<file path="src/rtl/wb_stream_fifo.sv">
// Synchronous FIFO bridging a pipelined Wishbone device port (single-beat writes)
// to a pipelined Wishbone controller port that replays stored words in order.
module wb_stream_fifo #(
   parameter int unsigned DATA_WIDTH      = 8,
   parameter int unsigned ADDR_WIDTH      = 4,
   parameter int unsigned MAX_OUTSTANDING = 4,
   parameter int unsigned ALMOST_FULL     = (2 ** ADDR_WIDTH) - 2,
   parameter int unsigned ALMOST_EMPTY    = 2
) (
   input  logic                  clk_i,
   input  logic                  rst_ni,
   input  logic                  s_cyc_i,
   input  logic                  s_stb_i,
   input  logic [DATA_WIDTH-1:0] s_dat_i,
   output logic                  s_stall_o,
   output logic                  s_ack_o,
   output logic                  m_cyc_o,
   output logic                  m_stb_o,
   output logic [DATA_WIDTH-1:0] m_dat_o,
   input  logic                  m_stall_i,
   input  logic                  m_ack_i,
   output logic [ADDR_WIDTH:0]   count_o,
   output logic                  full_o,
   output logic                  empty_o,
   output logic                  almost_full_o,
   output logic                  almost_empty_o,
   output logic                  proto_err_o
);

   localparam int unsigned DEPTH = 2 ** ADDR_WIDTH;
   localparam int unsigned CW    = ADDR_WIDTH + 1;
   localparam int unsigned OW    = 4;

   logic [DATA_WIDTH-1:0] mem [DEPTH];
   logic [ADDR_WIDTH-1:0] wr_ptr_q;
   logic [ADDR_WIDTH-1:0] rd_ptr_q;
   logic [CW-1:0]         count_q;
   logic [CW-1:0]         count_d;
   logic [OW-1:0]         outs_q;
   logic [OW-1:0]         outs_d;
   logic                  full_q;
   logic                  empty_q;
   logic                  almost_full_q;
   logic                  almost_empty_q;
   logic                  s_ack_q;
   logic                  proto_err_q;
   logic                  push;
   logic                  pop;
   logic                  ack_hit;

   // Stall looks only at the registered full flag, so no path from m_stall_i.
   assign push      = s_cyc_i && s_stb_i && !full_q;
   assign s_stall_o = s_cyc_i && s_stb_i && full_q;

   assign m_stb_o = !empty_q && (outs_q < OW'(MAX_OUTSTANDING));
   assign pop     = m_stb_o && !m_stall_i;
   assign m_cyc_o = m_stb_o || (outs_q != '0);
   assign m_dat_o = mem[rd_ptr_q];

   // An ack in the same cycle as a pop retires against that beat.
   assign ack_hit = m_ack_i && ((outs_q != '0) || pop);

   always_comb begin
      count_d = count_q;
      outs_d  = outs_q;
      if (push && !pop) begin
         count_d = count_q + CW'(1);
      end else if (!push && pop) begin
         count_d = count_q - CW'(1);
      end
      if (pop && !ack_hit) begin
         outs_d = outs_q + OW'(1);
      end else if (!pop && ack_hit) begin
         outs_d = outs_q - OW'(1);
      end
   end

   always_ff @(posedge clk_i) begin
      if (push) begin
         mem[wr_ptr_q] <= s_dat_i;
      end
   end

   always_ff @(posedge clk_i) begin
      if (!rst_ni) begin
         wr_ptr_q       <= '0;
         rd_ptr_q       <= '0;
         count_q        <= '0;
         outs_q         <= '0;
         full_q         <= 1'b0;
         empty_q        <= 1'b1;
         almost_full_q  <= (ALMOST_FULL == 0);
         almost_empty_q <= 1'b1;
         s_ack_q        <= 1'b0;
         proto_err_q    <= 1'b0;
      end else begin
         if (push) begin
            wr_ptr_q <= wr_ptr_q + ADDR_WIDTH'(1);
         end
         if (pop) begin
            rd_ptr_q <= rd_ptr_q + ADDR_WIDTH'(1);
         end
         count_q        <= count_d;
         outs_q         <= outs_d;
         full_q         <= (count_d == CW'(DEPTH));
         empty_q        <= (count_d == '0);
         almost_full_q  <= (32'(count_d) >= ALMOST_FULL);
         almost_empty_q <= (32'(count_d) <= ALMOST_EMPTY);
         s_ack_q        <= push;
         if (m_ack_i && !ack_hit) begin
            proto_err_q <= 1'b1;
         end
      end
   end

   assign count_o        = count_q;
   assign full_o         = full_q;
   assign empty_o        = empty_q;
   assign almost_full_o  = almost_full_q;
   assign almost_empty_o = almost_empty_q;
   assign s_ack_o        = s_ack_q;
   assign proto_err_o    = proto_err_q;

endmodule
</file>
<file path="config.mk">
export PLATFORM = sky130hd
export DESIGN_NAME = wb_stream_fifo
export DESIGN_NICKNAME = d
export VERILOG_FILES = /design/src/rtl/wb_stream_fifo.sv
export SDC_FILE = /design/constraint.sdc
export NUM_CORES = 1
export LEC_CHECK = 0
export CAP_MARGIN = 20
export CORE_ASPECT_RATIO = 0.5
export CORE_MARGIN = 1
export CORE_UTILIZATION = 45
export DETAILED_ROUTE_END_ITERATION = 8
export PLACE_DENSITY = 0.7
export SETUP_SLACK_MARGIN = 0.3
export SYNTH_ARGS = -nofsm -noshare
export SYNTH_HDL_FRONTEND = slang
export SYNTH_SLANG_ARGS = --single-unit
</file>
<file path="constraint.sdc">
create_clock -name clk_i -period 3.05 [get_ports clk_i]
set_input_delay 0.915 -clock clk_i [delete_from_list [all_inputs] [get_ports clk_i]]
set_output_delay 0.915 -clock clk_i [all_outputs]
set_load 0.1 [all_outputs]
</file>
Yosys cells after proc, flatten, opt, wreduce, memory -nomap -nowiden
Memories as Yosys holds them, arrays and structs flattened. A register that Yosys moved wholly into a read port is not among the register bits.
Cells that the tools add are included.
{"block": "totals", "ff_bits": 23, "latchBits": 0, "mem_bits_rw": 128, "rom_bits": 0, "in_bits": 14, "out_inout_bits": 22, "wordCells": 51, "memories": 1}
{"memory": "mem", "depth": 16, "word_bits": 8, "rd": 1, "rd_ports_with_merged_regs": 1, "write_ports": 1, "line_no": "34", "source": "logic [DATA_WIDTH-1:0] mem [DEPTH];"}
{"block": "op_classes", "addsub": 6, "n_mul": 0, "div": 0, "order_cmp": 3, "n_eq_ne": 1, "shifts": 0, "muxes": 8, "n_bitwise": 0, "n_reduce_logical": 22}
{"op": "$mux 4", "n": 4}
{"op": "$add 4x1->4 const B", "n": 3}
{"op": "$logic_and 1x1->1", "n": 11}
{"op": "$mux 5", "n": 2}
{"op": "$logic_not 1->1", "n": 6}
{"op": "$add 5x1->5 const B", "n": 1}
{"op": "$eq 5x5->1 const B", "n": 1}
{"op": "$ge 5x4->1 const B", "n": 1}
{"op": "$le 5x2->1 const B", "n": 1}
{"op": "$logic_not 5->1", "n": 1}
{"op": "$sub 5x1->5 const B", "n": 1}
{"op": "$lt 4x3->1 const B", "n": 1}
{"op": "$reduce_bool 4->1", "n": 1}
{"op": "$sub 4x1->4 const B", "n": 1}
{"op": "$logic_or 1x1->1", "n": 2}
{"op": "$mux 1", "n": 2}
{"op": "$reduce_bool 2->1", "n": 1}

Logic depth before layout (Yosys ltp)
Gate-level depths: netlist of run 1.
{"block": "depth", "word_depth": 8, "mapped_depth": 9, "mapped_depth_nobuf": 9}

Least setup slack after synthesis of run 1
No wires, ideal clock.
{"block": "synth_path", "kind": "flip-flop to output port", "startpoint": "register empty_q (netlist: empty_o)", "endpoint": "output m_stb_o", "arrival_time_ns": 2.867, "required_ns": 2.135, "slack_ns": -0.732, "path_stages_with_launch": 2, "n_path_buf": 0, "path_cell_list": "dfxtp_1 -> nor3_1"}
{"block": "synth_via", "elab_chain_cells": 2}
{"element": "start: declaration", "line_no": "42", "source": "logic empty_q;"}
{"element": "start signal: assignment", "line_no": "106", "source": "empty_q <= (count_d == '0);"}
{"element": "$logic_not 1->1", "line_no": "55", "source": "assign m_stb_o = !empty_q && (outs_q < OW'(MAX_OUTSTANDING));"}
{"element": "$logic_and 1x1->1", "line_no": "55"}
{"element": "end: declaration", "line_no": "18", "source": "output logic m_stb_o,"}
No other way between the ends.

==> results_dict.tcl, run 1 <==
set metrics [dict create \
    status "finished, violations left" \
    violations "negative setup slack" \
    cts-buffers-inserted 17 \
    finalMaxSlewViolations 0 \
    firstDrtPassIters 4 \
    relSlewSlack_pct 63.96 \
    r2r_start "outs_q[2]$_SDFFE_PN0P_" \
    synthAdderAreaFrac_pct 2.156 \
    yosysUniqueCellTypes 39 \
    tightest_slew_ns 0.5398 \
    wl_mm 12.99 \
    synth_area_leaders "edfxtp_1 62%, mux4_2 15%, dfxtp_1 8.8%" \
    fin_crit_ns 3.220 \
    setup_ws_ns -0.1705 \
    antenna_found_initial 0 \
    synth_top_family_by_area "multiplexers" \
    syn_area_um2 6152 \
    syn_nets 364 \
    synth-compound-area-share_pct 2.196 \
    syn_inst 340 \
    gr-total-overflow 0 \
    yosysWarnings 0 \
    min_from "proto_err_o$_SDFFE_PN0P_" \
    die_h_um 84.68 \
    clock_latency_ns 0.42 \
    yosys.area.top_type_share_pct 62.48 \
    synth_edf_count 128 \
    p_sw_share_pct 31.92 \
    grt_start_max_net_pins 33 \
    p_int_w 0.004333 \
    async_flop_share_pct 0 \
    synth_simple_gate_area_share_pct 6.488 \
    place_inst 559 \
    worstReg2RegEnd "outs_q[3]$_SDFFE_PN0P_" \
    ir_drop_v 0.001081 \
    startpoint_type "flop" \
    place.gp.congestion 0.8585 \
    worstHoldPathCells 2 \
    die_w_um 167.4 \
    crit_fanout 7 \
    synth.mux.area_fraction_pct 15.13 \
    worst_r2r_path_depth 9 \
    end_kind "output pin" \
    ys_seq_area_share_pct 71.26 \
    grt_pass1_wl_mm 20.18 \
    die-area_um2 14170 \
    core_area_um2 12990 \
    cts-root-buf "clkbuf_16" \
    path_class "reg2out" \
    slowest_delay_ns 0.53 \
    drc 0 \
    num_vias 3291 \
    synth-seq-cells 155 \
    r2r_slack_ns 0.77 \
    syn_area_per_cell_um2 18.09 \
    grt_pass1_vias 3515 \
    cts_buffer_depth 2 \
    drtIter0Drc 288 \
    nNetsFinal 435 \
    finalCritPeriodShare_pct 105.6 \
    p_leak_nw 2.585 \
    cts.clk_slew.worst_paths_ns 0.06 \
    combPwrFrac_pct 26.9 \
    finish.utilization_pct 59.19 \
    ant_nets 0 \
    p_seq_share_pct 39.4 \
    critPathRequiredTime_ns 2.13 \
    min_to "proto_err_o$_SDFFE_PN0P_" \
    wire_per_inst_um 21.87 \
    setup_viol 8 \
    rows 29 \
    synth_top_flop_cell "edfxtp_1" \
    hold_viol 0 \
    power_switching_w 0.002032 \
    n_antenna_cell 0 \
    p_clk_share_pct 33.7 \
    dp_hpwl_mm 7.941 \
    fin_skew_ns 0.006922 \
    h-tree-depth 4 \
    yosysTopAreaCell "edfxtp_1" \
    crit_chain "buf_12 > buf_16 > mux4_2 > mux4_2 > buf_12" \
    arrival_ns 2.31 \
    p_per_area_nw_per_um2 827.7 \
    rsz0062_at_grt "true" \
    hold_path_class "reg2reg" \
    start_util_pct 47.36 \
    avgViaCountPerCell 5.540 \
    area_growth_syn_to_layout_pct 24.97 \
    hold_ws_ns 0.5089 \
    crit_slowest_cell "mux4_2" \
    cap_viol_max_count 0 \
    drive_gt1_share_pct 32.31 \
    fmax_ghz 0.3105 \
    cts_tree "yes" \
    portBuffers 35 \
    grt_usage_pct 20.26 \
    num_io_pins 36 \
    cts_sinks 155 \
    fin_cells 594 \
    synthXorXnorAreaFrac_pct 1.424 \
    nFillCells 918 \
]
==> repair_timing <==
action	CTS	global route
cloned	1	0
setup endpoints to repair	8	11
resized for setup	2	4
buffers inserted	1	1
hold buffers	0	0
pin swaps	0	3
==> cells in the mapped netlist (3+ instances only) <==
cell and number:
or3_1 3, mux2i_1 3, nor2_1 32, a21oi_1 8
clkbuf_1 8, nand3_1 4, xor2_1 7, nand2_1 15
nor3_1 9, ha_1 9, o21ai_0 3, inv_1 6
buf_1 4, edfxtp_1 128, mux4_2 40, buf_2 3
dfxtp_1 27, xnor2_1 3
==> per-stage QoR <==
step | area [um^2] | total power [W] | setup slack (ns) | setup TNS, ns
after floorplan | 6246 | 0.003784 | 0.3012 | 0
after global placement | 7008 | 0.004143 | -0.05051 | -0.05051
after detailed placement | 7008 | 0.004190 | -0.1128 | -0.1337
after CTS | 7645 | 0.006362 | -0.2091 | -1.404
after global routing | 7689 | 0.006584 | -0.2306 | -1.685
final | 7689 | 0.006364 | -0.1705 | -1.176
==> how the worst max path moves through the flow <==
stage / from / to / slack, ns / cells past startpoint
floorplan: flop / m_dat_o[0] / 0.30 / 4
finish: flop / m_dat_o[0] / -0.17 / 5
detailed placement: m_stall_i / outs_q[3]$_SDFFE_PN0P_ / -0.11 / 9
global placement: m_stall_i / outs_q[3]$_SDFFE_PN0P_ / -0.05 / 10
global route: flop / m_dat_o[4] / -0.23 / 4
CTS: flop / m_dat_o[4] / -0.21 / 4
==> power by group through the flow <==
stage | logic, W | registers (W) | clock network, W
3_5_place_dp | 0.00165 | 0.00254 | 0
2_1_floorplan | 0.00101 | 0.00277 | 0
3_3_place_gp | 0.00161 | 0.00253 | 0
6_report | 0.00171 | 0.00251 | 0.00214
4_1_cts | 0.00169 | 0.00250 | 0.00217
5_1_grt | 0.00181 | 0.00252 | 0.00225
==> kinds of logic after synthesis <==
group	after synthesis
AND/OR/NAND/NOR	80
buffers and inverters	21
XOR/XNOR	10
multiplexers	43
adder cells (fa/ha/maj)	10
AO/OA/AOI/OAI	21
flip-flops	155
==> cell type report <==
class,instances,area (um^2),area share [%]
Clock buffer,19,432.9,5.631
Tap cell,170,212.7,2.766
Inverter,6,25.02,0.3255
Clock inverter,13,166.4,2.164
Timing Repair Buffer,67,720.7,9.373
Multi-Input combinational cell,164,1743,22.67
Sequential cell,155,4388,57.07
==> routing by layer <==
metal	global-route usage, %	vias to the layer above	part of all wire, %
met5	0	-	0
met4	8.424	0	1.6
met3	5.139	15	7.2
met2	33.07	109	52
met1	26.24	1672	39
li1	-	1495	-
==> worst max-delay path: cells and delay by family, from the launching register on <==
family                 cells  cell delay (ns)
buffers and inverters      3             0.43
flip-flops                 1             0.41
multiplexers               2             1.04
==> flip-flops by register name, summed over array words and instances, names as in the netlist, 4 cells and up, named ones only <==
register	count
outs_q	4
wr_ptr_q	4
count_o	5
mem	128
rd_ptr_q	4
==> placed cells by master, fill, tap and decap left out, types with 2 or more instances in the layout <==
master,synthesis,final
nor3_1,9,8
bufinv_16,0,3
ha_4,0,2
mux4_2,40,40
buf_12,0,13
clkdlybuf4s50_1,0,12
nand2b_1,2,2
dfxtp_1,27,26
clkinvlp_4,0,2
clkbuf_1,8,2
buf_4,0,40
clkinv_4,0,3
or3_1,3,3
mux2i_1,3,3
ha_1,9,7
o41ai_1,2,2
a21oi_1,8,7
clkbuf_16,0,17
nand2_1,15,14
nand3_1,4,4
o22ai_1,2,2
xor2_1,7,7
edfxtp_1,128,128
nor2_1,32,31
o21ai_0,3,3
a211oi_1,2,2
inv_1,6,5
xnor2_1,3,3
and2_1,2,2
inv_6,0,3
Note: power is estimated with default switching activity, not from simulation.
==> run 2: changes to the inputs <==
--- a/config.mk
+++ b/config.mk
@@ -5,12 +5,14 @@
 export SDC_FILE = /design/constraint.sdc
 export NUM_CORES = 1
 export LEC_CHECK = 0
+export ABC_CLOCK_PERIOD_IN_PS = 3700
 export CAP_MARGIN = 20
 export CORE_ASPECT_RATIO = 0.5
 export CORE_MARGIN = 1
 export CORE_UTILIZATION = 45
 export DETAILED_ROUTE_END_ITERATION = 8
-export PLACE_DENSITY = 0.7
+export DONT_BUFFER_PORTS = 1
+export PLACE_DENSITY = 0.67
 export SETUP_SLACK_MARGIN = 0.3
 export SYNTH_ARGS = -nofsm -noshare
 export SYNTH_HDL_FRONTEND = slang
==> constraint.sdc (replaced) <==
create_clock -name clk_i -period 3.7 [get_ports clk_i]
set_input_delay 1.11 -clock clk_i [delete_from_list [all_inputs] [get_ports clk_i]]
set_output_delay 1.11 -clock clk_i [all_outputs]
set_load 0.1 [all_outputs]
==> run 2 against run 1 <==
The flow now finishes without violations. Core utilization shrank 3.4 points. Via count grew 0.55%. Count of clock-buffer cells in the layout shrank 2. Sequential share of layout area grew 3.5 points. Clock skew grew 0.0035 ns. Setup slack gained 0.39 ns.
==> results_dict.tcl, run 2 (same netlist as run 1, synthesis figures left out) <==
set metrics [dict create \
    status "completed" \
    avgViaCountPerCell 5.951 \
    arrival_ns 2.37 \
    fin_skew_ns 0.01045 \
    path_class "reg2out" \
    fmax_ghz 0.2876 \
    grt_usage_pct 21.12 \
    critPathRequiredTime_ns 2.59 \
    nFillCells 982 \
    final_cell_mix "128 x edfxtp_1, 40 x mux4_2, 32 x nor2_1, 26 x dfxtp_1, 26 x buf_4" \
    crit_cells 3 \
    worstReg2RegEnd "outs_q[3]$_SDFFE_PN0P_" \
    cts-buffers-inserted 17 \
    gr-total-overflow 0 \
    grt_start_max_net_pins 33 \
    area_growth_syn_to_layout_pct 17.69 \
    hold_viol 0 \
    dp_hpwl_mm 8.066 \
    post_cts_buffers 0 \
    die_h_um 84.68 \
    place.gp.congestion 0.8479 \
    worst_path_most_repeated_cell "mux4_2" \
    p_per_area_nw_per_um2 716.3 \
    layout_commonest_cell "edfxtp_1" \
    largest_reg_flops 128 \
    ant_nets 0 \
    worstHoldPathCells 2 \
    crit_buf_inv 1 \
    fin_crit_ns 3.477 \
    cts_sinks 155 \
    n_antenna_cell 0 \
    rows 29 \
    num_vias 3309 \
    multi_input_area_um2 1697 \
    rsz0062_at_grt "true" \
    grt_use_met2_pct 34.51 \
    grt_util_met3_pct 5.611 \
    finalCritPeriodShare_pct 93.98 \
    clock_latency_ns 0.43 \
    portBuffers 0 \
    tns_ns 0 \
    seq_area_um2 4388 \
    die_w_um 167.4 \
    nNetsFinal 397 \
    start_util_pct 47.36 \
    relSlewSlack_pct 32.52 \
    min_to "rd_ptr_q[3]$_SDFFE_PN0P_" \
    grt_pass1_vias 3465 \
    cts-root-buf "clkbuf_16" \
    tightest_slew_ns 1.011 \
    r2r_start "outs_q[3]$_SDFFE_PN0P_" \
    p_leak_nw 2.390 \
    critPathTopFamily "multiplexers" \
    drive_gt1_share_pct 27.72 \
    antenna_found_initial 0 \
    setup_viol 0 \
    met1_usage_pct 27.22 \
    hold_path_class "reg2reg" \
    cts.clk_slew.worst_paths_ns 0.06 \
    h-tree-depth 4 \
    end_kind "output pin" \
    ir_drop_v 0.0006288 \
    die-area_um2 14170 \
    setup_ws_ns 0.2227 \
    top_register "mem" \
    cts_buffer_depth 2 \
    crit_chain "buf_16 > mux4_2 > mux4_2" \
    cts_hold_buf 0 \
    worst_r2r_path_depth 9 \
    grt-busiest-layer "met2" \
    cts_tree "yes" \
    startpoint_type "flop" \
    drc 0 \
    finalMaxSlewViolations 0 \
    finish.utilization_pct 55.74 \
    crit_fanout 16 \
    wire_per_inst_um 24.49 \
    place_ws_ns 0.4761 \
    r2r_slack_ns 1.11 \
    num_io_pins 36 \
    core_area_um2 12990 \
    grt_pass1_wl_mm 20.82 \
    cap_viol_max_count 0 \
    drtIter0Drc 266 \
    slowest_delay_ns 0.75 \
    firstDrtPassIters 5 \
    crit_slowest_cell "mux4_2" \
    min_from "rd_ptr_q[3]$_SDFFE_PN0P_" \
    wl_mm 13.62 \
]
[run 2: cell count changes in the layout (fill, tap and decap cells not counted), sizes merged]
cell | previous run | this run
inv | 9 | 14
clkbuf | 19 | 17
clkinvlp | 2 | 0
buf | 54 | 29
bufinv | 3 | 4
clkinv | 5 | 3
clkdlybuf4s50 | 12 | 0
dlymetal6s2s | 1 | 0
[run 2: worst max path at each step]
stage | from | to
after CTS | flop | m_dat_o[4]
after global placement | m_stall_i | outs_q[3]$_SDFFE_PN0P_
after detailed placement | m_stall_i | outs_q[3]$_SDFFE_PN0P_
final | flop | m_dat_o[0]
after floorplan | flop | m_dat_o[0]
after global routing | flop | m_dat_o[7]
[run 2: repair_timing]
item	4_1_cts	5_1_grt
gates cloned	2	0
setup endpoints to repair	8	8
resized for setup	3	0
[run 2: cell type report]
class	instances	area share [%]
Sequential cell	155	60.60
Multi-Input combinational cell	164	23.43
Clock buffer	17	5.875
Timing Repair Buffer	29	3.733
Clock inverter	15	3.110
Tap cell	170	2.938
Inverter	6	0.3110
[run 2: metrics by stage]
| stage | hold slack [ns] | std cells | instance area, um^2 | power [W] |
|---|---|---|---|---|
| after floorplan | 0.4725 | 340 | 6157 | 0.003050 |
| after global placement | 0.4896 | 522 | 6533 | 0.003221 |
| after detailed placement | 0.5054 | 522 | 6533 | 0.003256 |
| after CTS | 0.5273 | 556 | 7241 | 0.005215 |
| after global routing | 0.5488 | 556 | 7241 | 0.005370 |
| final | 0.5221 | 556 | 7241 | 0.005187 |
[run 2: report_power, final]
group / internal, W / switching [W]
combinational: 0.000392 / 0.000769
clock: 0.00116 / 0.000754
sequential: 0.00196 / 0.000158
[run 2: worst reg2reg max path, cell delays in order (launching register included)]
cell,delay (ns)
dfxtp_1,0.40
or4_4,0.61
nor2_1,0.22
inv_1,0.13
ha_1,0.29
a21o_1,0.19
a21oi_1,0.18
mux2i_1,0.23
xor2_1,0.16
nor2_1,0.05
[run 2: layer usage]
metal,vias to the layer above,share of wire (%)
li1,1419,-
met1,1728,41
met2,139,50
met3,23,7.2
met4,0,2.2
met5,-,0
